[src/rtl/instruction_fetch_if.sv]
// Purpose: groups the fetch stage's instruction-memory handshake and IF/ID decode-side signals.
// Ports: master = fetch stage (drives imem_req/imem_addr and the IF/ID outputs);
//        slave = memory/decode side (drives imem_ready/imem_rdata, stall_d, redirect, redirect_pc).
interface instruction_fetch_if;
  logic        imem_req;
  logic [31:0] imem_addr;
  logic        imem_ready;
  logic [31:0] imem_rdata;
  logic        stall_d;
  logic        redirect;
  logic [31:0] redirect_pc;
  logic [31:0] instr_d;
  logic [31:0] pc_plus_four_d;
  logic        valid_d;

  modport master (
    output imem_req, imem_addr, instr_d, pc_plus_four_d, valid_d,
    input  imem_ready, imem_rdata, stall_d, redirect, redirect_pc
  );

  modport slave (
    input  imem_req, imem_addr, instr_d, pc_plus_four_d, valid_d,
    output imem_ready, imem_rdata, stall_d, redirect, redirect_pc
  );
endinterface

[src/rtl/instruction_fetch.sv]
// Purpose: fetch stage plus IF/ID register; one-word hold buffer absorbs decode stalls, redirect flushes.
// Latency: 1 cycle from imem_ready to IF/ID; 1 instr/cycle with zero-wait memory; 2-cycle bubble on redirect.
// Backpressure: stall_d freezes IF/ID; a word returning under stall parks in the hold buffer (imem_req drops).
// Ports: clk, rst (async active-high), bus (instruction_fetch_if.master).
// Option: define BRANCH_DELAY_SLOT_EN to deliver the delay-slot instruction before jumping.
module instruction_fetch #(
  parameter logic [31:0] RESET_PC  = 32'h0000_0000,
  parameter logic [31:0] NOP_INSTR = 32'h0000_0000
) (
  input logic                 clk,
  input logic                 rst,
  instruction_fetch_if.master bus
);

  typedef enum logic [1:0] {
    S_FETCH = 2'd0,
    S_HOLD  = 2'd1,
    S_REDIR = 2'd2
  } state_t;

  state_t      state, state_nxt;
  logic [31:0] pc, pc_inc, redir_tgt, jump_tgt;
  logic [31:0] hold_instr, hold_pc4;
  logic [31:0] instr_q, pc4_q;
  logic        valid_q, req_q;
  logic        take_redir, flush, jump_now;
  logic        accept_fetch, accept_hold, accept, capture;

  assign pc_inc     = pc + 32'd4;              // wraps mod 2^32
  assign redir_tgt  = bus.redirect_pc & ~32'd3;
  assign take_redir = bus.redirect & ~bus.stall_d;
  assign accept     = accept_fetch | accept_hold;

`ifdef BRANCH_DELAY_SLOT_EN
  // Redirect is remembered until the delay-slot instruction is accepted;
  // a redirect in the very cycle of acceptance jumps straight away.
  logic        target_pending;
  logic [31:0] target_q;

  assign flush    = 1'b0;
  assign jump_now = take_redir | target_pending;
  assign jump_tgt = take_redir ? redir_tgt : target_q;

  always_ff @(posedge clk or posedge rst) begin
    if (rst) begin
      target_pending <= 1'b0;
      target_q       <= RESET_PC;
    end else if (accept) begin
      target_pending <= 1'b0;
    end else if (take_redir) begin
      target_pending <= 1'b1;
      target_q       <= redir_tgt;
    end
  end
`else
  assign flush    = take_redir;
  assign jump_now = 1'b0;
  assign jump_tgt = redir_tgt;
`endif

  // State register; imem_req is a flop decoded from the next state.
  always_ff @(posedge clk or posedge rst) begin
    if (rst) begin
      state <= S_REDIR;
      req_q <= 1'b0;
    end else begin
      state <= state_nxt;
      req_q <= (state_nxt == S_FETCH);
    end
  end

  // Next-state logic.
  always_comb begin
    state_nxt = state;
    case (state)
      S_FETCH: begin
        if (flush)                  state_nxt = S_REDIR;
        else if (capture)           state_nxt = S_HOLD;
        else if (accept && jump_now) state_nxt = S_REDIR;
      end
      S_HOLD: begin
        if (flush)       state_nxt = S_REDIR;
        else if (accept) state_nxt = jump_now ? S_REDIR : S_FETCH;
      end
      S_REDIR: state_nxt = flush ? S_REDIR : S_FETCH;
      default: state_nxt = S_REDIR;
    endcase
  end

  // Output/control decode. imem_ready only matters in FETCH, where imem_req is
  // high, so a stray response while imem_req=0 never reaches the datapath.
  always_comb begin
    accept_fetch = 1'b0;
    accept_hold  = 1'b0;
    capture      = 1'b0;
    case (state)
      S_FETCH: begin
        accept_fetch = bus.imem_ready & ~bus.stall_d & ~flush;
        capture      = bus.imem_ready & bus.stall_d;
      end
      S_HOLD:  accept_hold = ~bus.stall_d & ~flush;
      default: ;
    endcase
  end

  always_ff @(posedge clk or posedge rst) begin
    if (rst) begin
      pc         <= RESET_PC;
      hold_instr <= '0;
      hold_pc4   <= '0;
      instr_q    <= NOP_INSTR;
      pc4_q      <= '0;
      valid_q    <= 1'b0;
    end else begin
      if (flush)       pc <= redir_tgt;
      else if (accept) pc <= jump_now ? jump_tgt : pc_inc;

      if (flush) begin
        hold_instr <= '0;
        hold_pc4   <= '0;
      end else if (capture) begin
        hold_instr <= bus.imem_rdata;
        hold_pc4   <= pc_inc;
      end

      // Anything other than an accepted word (including a flush) is a bubble.
      if (!bus.stall_d) begin
        if (accept_fetch) begin
          instr_q <= bus.imem_rdata;
          pc4_q   <= pc_inc;
          valid_q <= 1'b1;
        end else if (accept_hold) begin
          instr_q <= hold_instr;
          pc4_q   <= hold_pc4;
          valid_q <= 1'b1;
        end else begin
          instr_q <= NOP_INSTR;
          valid_q <= 1'b0;
        end
      end
    end
  end

  assign bus.imem_req       = req_q;
  assign bus.imem_addr      = pc;
  assign bus.instr_d        = instr_q;
  assign bus.pc_plus_four_d = pc4_q;
  assign bus.valid_d        = valid_q;

endmodule

[src/flat_wrapper.sv]
// flat-port wrapper written by rule: the top's interface ports become plain ports
module instruction_fetch_flat 
#(
  parameter logic [31:0] RESET_PC  = 32'h0000_0000,
  parameter logic [31:0] NOP_INSTR = 32'h0000_0000
)
  (clk, rst, bus_imem_req, bus_imem_addr, bus_instr_d, bus_pc_plus_four_d, bus_valid_d, bus_imem_ready, bus_imem_rdata, bus_stall_d, bus_redirect, bus_redirect_pc);
  instruction_fetch_if bus_i ();
  input logic clk;
  input logic rst;
  output wire logic [$bits(bus_i.imem_req)-1:0] bus_imem_req;
  output wire logic [$bits(bus_i.imem_addr)-1:0] bus_imem_addr;
  output wire logic [$bits(bus_i.instr_d)-1:0] bus_instr_d;
  output wire logic [$bits(bus_i.pc_plus_four_d)-1:0] bus_pc_plus_four_d;
  output wire logic [$bits(bus_i.valid_d)-1:0] bus_valid_d;
  input wire logic [$bits(bus_i.imem_ready)-1:0] bus_imem_ready;
  input wire logic [$bits(bus_i.imem_rdata)-1:0] bus_imem_rdata;
  input wire logic [$bits(bus_i.stall_d)-1:0] bus_stall_d;
  input wire logic [$bits(bus_i.redirect)-1:0] bus_redirect;
  input wire logic [$bits(bus_i.redirect_pc)-1:0] bus_redirect_pc;
  assign bus_imem_req = bus_i.imem_req;
  assign bus_imem_addr = bus_i.imem_addr;
  assign bus_instr_d = bus_i.instr_d;
  assign bus_pc_plus_four_d = bus_i.pc_plus_four_d;
  assign bus_valid_d = bus_i.valid_d;
  assign bus_i.imem_ready = bus_imem_ready;
  assign bus_i.imem_rdata = bus_imem_rdata;
  assign bus_i.stall_d = bus_stall_d;
  assign bus_i.redirect = bus_redirect;
  assign bus_i.redirect_pc = bus_redirect_pc;
  instruction_fetch #(.RESET_PC(RESET_PC), .NOP_INSTR(NOP_INSTR)) u_core (.clk(clk), .rst(rst), .bus(bus_i));
endmodule
[config.mk]
export PLATFORM = sky130hd
export DESIGN_NAME = instruction_fetch_flat
export DESIGN_NICKNAME = d
export VERILOG_FILES = /design/src/rtl/instruction_fetch_if.sv /design/src/rtl/instruction_fetch.sv /design/src/flat_wrapper.sv
export SDC_FILE = /design/constraint.sdc
export NUM_CORES = 1
export LEC_CHECK = 0
export ABC_AREA = 0
export CORE_ASPECT_RATIO = 1.5
export CORE_UTILIZATION = 50
export CTS_CLUSTER_DIAMETER = 80
export DETAILED_ROUTE_END_ITERATION = 8
export MAX_ROUTING_LAYER = met4
export PLACE_DENSITY = 0.8
export RECOVER_POWER = 50
export SLEW_MARGIN = 20
export SYNTH_ARGS = -nofsm -noshare
export SYNTH_HDL_FRONTEND = slang
export SYNTH_SLANG_ARGS = --single-unit
[constraint.sdc]
create_clock -name clk -period 6.3 [get_ports clk]
set_input_delay 1.26 -clock clk [delete_from_list [all_inputs] [get_ports clk]]
set_output_delay 1.26 -clock clk [all_outputs]
set_load 0.1 [all_outputs]
* Yosys cells after proc, flatten, opt, wreduce, memory -nomap -nowiden
Cells that the tools add are included.
** Storage, ports and cells
- Input bits :: 69
- Word-level logic and storage cells :: 46
- Output and inout bits :: 98
- Register bits :: 164
** Operators by class
- Bitwise logic cells :: 8
- Muxes and demuxes :: 21
- Reduce and logical (&&, ||, !) cells :: 6
- Equal/unequal tests :: 2
- Add/sub/neg operators :: 1
** Operator list (count)
- 32-bit two-way mux :: 10
- 32-bit by 3-bit adder with 32-bit output, second input constant :: 1
- 2-bit two-way mux :: 5
- 2-bit one-hot mux with 3 select lines :: 1
- 2-bit nonzero test :: 3
- 1-bit AND :: 5
- 1-bit two-way mux :: 5
- 2-bit logical NOT :: 2
- 2-bit by 1-bit equality test with 1-bit output, second input constant :: 1
- 2-bit equality test, second input constant :: 1
- 1-bit inverter :: 2
- 2-bit AND reduction :: 1
- 1-bit OR :: 1

* Longest topological paths before layout
- Word-level depth :: 10
- Depth in mapped cells :: 9
- Gate-level depth less buffers :: 6

* Worst setup path after synthesis
Ideal clock, no wire load.
- Kind :: input port to flip-flop
- Start :: input port bus_stall_d
- End :: register u_core.pc[8], in the netlist u_core.bus.imem_addr[8]
- Stages on the path :: 9
- Slack :: 3.378 ns
- Arrival :: 2.799 ns
- Buffers on the path :: 4
- Library setup time :: 0.123 ns
- Required time :: 6.177 ns
- Cells stage by stage :: clkbuf_1 > or3_1 > buf_2 > nor2_2 > buf_2 > buf_2 > nand2_1 > o22ai_1 > nor2_1
** Between the ends
- Longest elaborated chain between the ends :: 7
- Elaborated cells on any way between the ends :: 11
- Classes of those cells :: mux (3); bitwise (7); reduce/logical (1)
** RTL lines
- from (decl) :: RTL line flat_wrapper.sv:18 : input wire logic [$bits(bus_i.stall_d)-1:0] bus_stall_d;
- 1-bit inverter (no line) (*)
- 1-bit AND :: RTL line instruction_fetch.sv:31 : assign take_redir = bus.redirect & ~bus.stall_d;
- 1-bit inverter :: RTL line instruction_fetch.sv:98, instruction_fetch.sv:101
- 1-bit AND, on equally long branches :: RTL line instruction_fetch.sv:98, instruction_fetch.sv:101
- 1-bit two-way mux :: RTL line instruction_fetch.sv:96 : case (state)
- 1-bit OR :: RTL line instruction_fetch.sv:32 : assign accept = accept_fetch | accept_hold;
- 2-bit nonzero test (no line)
- to (signal assigned) :: RTL line instruction_fetch.sv:115 : if (flush) pc <= redir_tgt;
- to (signal assigned) :: RTL line instruction_fetch.sv:116 : else if (accept) pc <= jump_now ? jump_tgt : pc_inc;
- to (decl) :: RTL line instruction_fetch.sv:22 : logic [31:0] pc, pc_inc, redir_tgt, jump_tgt;
Mark *: on every way between the ends. The rest lies on a longest branch, timed or not.
A chain may end at the register's enable or synchronous reset.

* Worst setup path in the final report
- Start :: input port bus_stall_d
- End :: register u_core.pc[17], in the netlist u_core.bus.imem_addr[17]
The elaborated chain is that of the path after synthesis.

==> summary.txt <==
Outcome
  • Status: finished with violations
  • Violated checks: capacitance limit, slew limit

Synth
  • Synth area leader: dfrtp_1
  • Post-synth EDFFs: 0
  • Post-synth top area share: a little over half
  • Synth unique cells: 53
  • Commonest cells in the netlist: dfrtp_1, nand2_1, nand3_1, o21ai_0, inv_1
  • Count leader, synth: dfrtp_1
  • Ys async rst share: 100%
  • Mean Syn Cell Area: between 9 and 10 um2
  • Main synth FF type: dfrtp_1
  • Synth Warn #: 0
  • Register area share after synthesis: between 50% and 60%
  • Flops & latches, synth: 160
  • Dominant cells by area after synthesis: dfrtp_1, nand2_1, nand3_1
  • Cell area after synthesis: just over 7000 um2
  • Post-Synthesis Cells: roughly 740

Floorplanning
  • Number of I/O pins: between 150 and 200
  • Initial Util: 51.6%
  • Die Height: ~150 um
  • Die area: 15000 um2
  • Core area: about 14000 um2
  • Die X: roughly 100 um
  • Rows: 53

Route
  • Via total after detailed routing: 6466
  • Met3 WL: ~1100 um
  • WL/cell: approximately 19 um
  • Routed met2 length: 10500 um
  • Total Wirelength: between 20000 and 25000 um
  • Highest metal used: met4
  • Remaining DRCs: 0
  • TritonRoute pass-1 iters: 6
  • Detail Route Antenna Nets: 0
  • Via-to-Cell Ratio: roughly 6
  • Met1 Wirelength: 8040 um
  • Starting DRC count in detailed routing: approximately 440

Worst setup path
  • CP Data Arrival Time: between 4 and 5 ns
  • CP max stage cell: dlygate4sd3_1
  • Crit path required time: approximately 6.6 ns
  • Cell repeated most along the worst path: buf_4
  • Crit-path max FO: 21
  • Critical path endpoint category: flop
  • Crit-path cells: dlygate4sd3_1, clkbuf_1, nor3_1, buf_4, o21ai_2, buf_4, nand2_1, o21a_1, o221a_2
  • Crit-path max cell delay: 1.07 ns
  • Critical path class: input port to flop
  • Critical Path Source Type: input port

Global routing
  • Gr usage total: 28.4%
  • Number of global-route vias before repair: between 6000 and 7000
  • Overflow left after global routing: 0
  • Largest net degree at the start of global routing: 115
  • First-pass GRT wire length: 32100 um
  • Initial antenna violation count: 0

Layout
  • # nets final: roughly 950
  • Synthesis-to-finish area growth: 33.1%
  • # fillers: ~1100
  • Finished layout cell area: around 9700 um2
  • Fraction of layout cells with a size suffix above 1: under 10%
  • Antenna cells: 0

Timing
  • Clock skew: between 0.009 and 0.01 ns
  • Clock period minus worst slack: between 4 and 5 ns
  • Tcrit/Tclk final: a little over two thirds
  • Worst relative slew slack: -62.5%
  • Setup_tns: 0 ns
  • Hold Fails Final Rpt: 0
  • Achievable frequency: 225 MHz
  • Slew @ Worst Pin: 2.44 ns
  • Setup violators final: 0
  • Post-route worst setup slack: between 1.5 and 2 ns
  • Slew Limit Fails: 48
  • RSZ-0062 raised after global routing: no

Pwr
  • Total power: 3.68 mW
  • LEAKAGE: 4.38 nW
  • Max VDD drop: 189 uV
  • Power per cell area: between 300 and 400 nW/um2

Job
  • Max Cap Viol: 1

Place
  • Post-DP HPWL: between 10000 and 15000 um
  • Buffers on Ports: roughly 160
  • Final RePlAce weighted congestion: 0.957
  • DP Worst Slack: approximately 1.9 ns
  • Placed Area: roughly 9000 um2

CTS
  • Clk sinks: 160
  • CTS tree: built
  • Clock slew at reported path FFs: roughly 0.060 ns
  • Clk_lat worst skew: 0.41 ns
  • CTS Buf Count: 17
  • Setup Buffers After CTS: 0
  • CTS root buffer: clkbuf_16
  • Max Root-Sink Buffers: 2
  • Hold-fix buffers, CTS: 0
  • Post_cts resized: 0
  • # H-tree levels: 4

Hold path
  • Hold Path Class: flop to flop
through the flow:
step           hold slack [ns]  std cells  utilization (%)
6_report                 0.492       1080             68.6
5_1_grt                  0.507       1080             68.6
4_1_cts                  0.491       1078             68.3
3_5_place_dp             0.478       1048             63.8
3_3_place_gp             0.465       1048             63.8
2_1_floorplan            0.458        742                -
path summary, 6_finish.rpt:
check	from	endpoint	slack [ns]	cells past startpoint
hold / removal	u_core.hold_instr[2]	u_core.bus.instr_d[2]	0.49	2
setup reg to reg	u_core.bus.imem_addr[2]	u_core.bus.imem_addr[20]	3.69	6
max in group asynchronous	rst	u_core.hold_instr[7]	1.96	3
min in group asynchronous	rst	u_core.bus.instr_d[9]	1.47	2
hold reg to reg	u_core.hold_instr[2]	u_core.bus.instr_d[2]	0.49	2
setup / recovery	bus_stall_d	u_core.bus.imem_addr[17]	1.85	9
cell usage in the layout, fill, tap and decap left out, drive strengths merged, types with 11 or more instances in the layout:
master	netlist	layout
dfrtp	159	159
clkdlybuf4s50	0	114
nand2	108	108
nand3	77	77
o21ai	55	55
dlygate4sd3	0	48
inv	35	36
a222oi	32	32
a21oi	31	31
nor2	26	26
o22ai	23	23
clkbuf	33	22
xor2	20	20
xnor2	11	11
a22oi	11	11
nand4	11	11
nor3	11	11
layer usage:
layer  global-route usage, %  up-vias
li1                        -     2947
met1                    33.9     3200
met2                    47.7      279
met3                    4.30       40
met4                    11.8        0
met5                       -        -
cell families after synthesis:
family	Yosys count	share of synthesized area, %
xor gates and xnor gates	31	3.74
AOI/OAI and AO/OA	190	17.9
other	1	0.0517
muxes	1	0.138
DFF	160	55.2
buffers and inverters	93	5.19
and+or+nand+nor	264	17.5
adders and majority gates	1	0.173
critical path: cells and delay by family:
| family | cells | cell delay, ns |
|---|---|---|
| simple gates | 2 | 0.42 |
| buf+inv | 4 | 2.36 |
| compound gates | 3 | 0.71 |
final cells by class:
class | count | area [um2] | share of cell area [%]
Multi-Input combinational cell | 489 | 2900 | 30.0
Tap cell | 192 | 240 | 2.49
Clock inverter | 10 | 185 | 1.92
Timing Repair Buffer | 174 | 1740 | 18.0
Clock buffer | 20 | 447 | 4.63
Sequential cell | 160 | 4010 | 41.5
Inverter | 35 | 139 | 1.44
registers in the layout, summed over array words and instances (netlist names):
signal / count
u_core.bus.instr_d: 32
u_core.hold_instr: 32
u_core.bus.pc_plus_four_d: 31
u_core.hold_pc4: 31
u_core.bus.imem_addr: 30
u_core.state: 2
u_core.bus.imem_req: 1
u_core.bus.valid_d: 1
power breakdown:
group          total (mW)  leakage, nW  internal (mW)  switching [mW]
registers            1.31         2.05           1.17           0.136
clock network        1.11        0.306          0.710           0.402
logic                1.26         2.03          0.302           0.953
total                3.68         4.38           2.18            1.49
No activity file was read; power rests on OpenSTA's default activity.
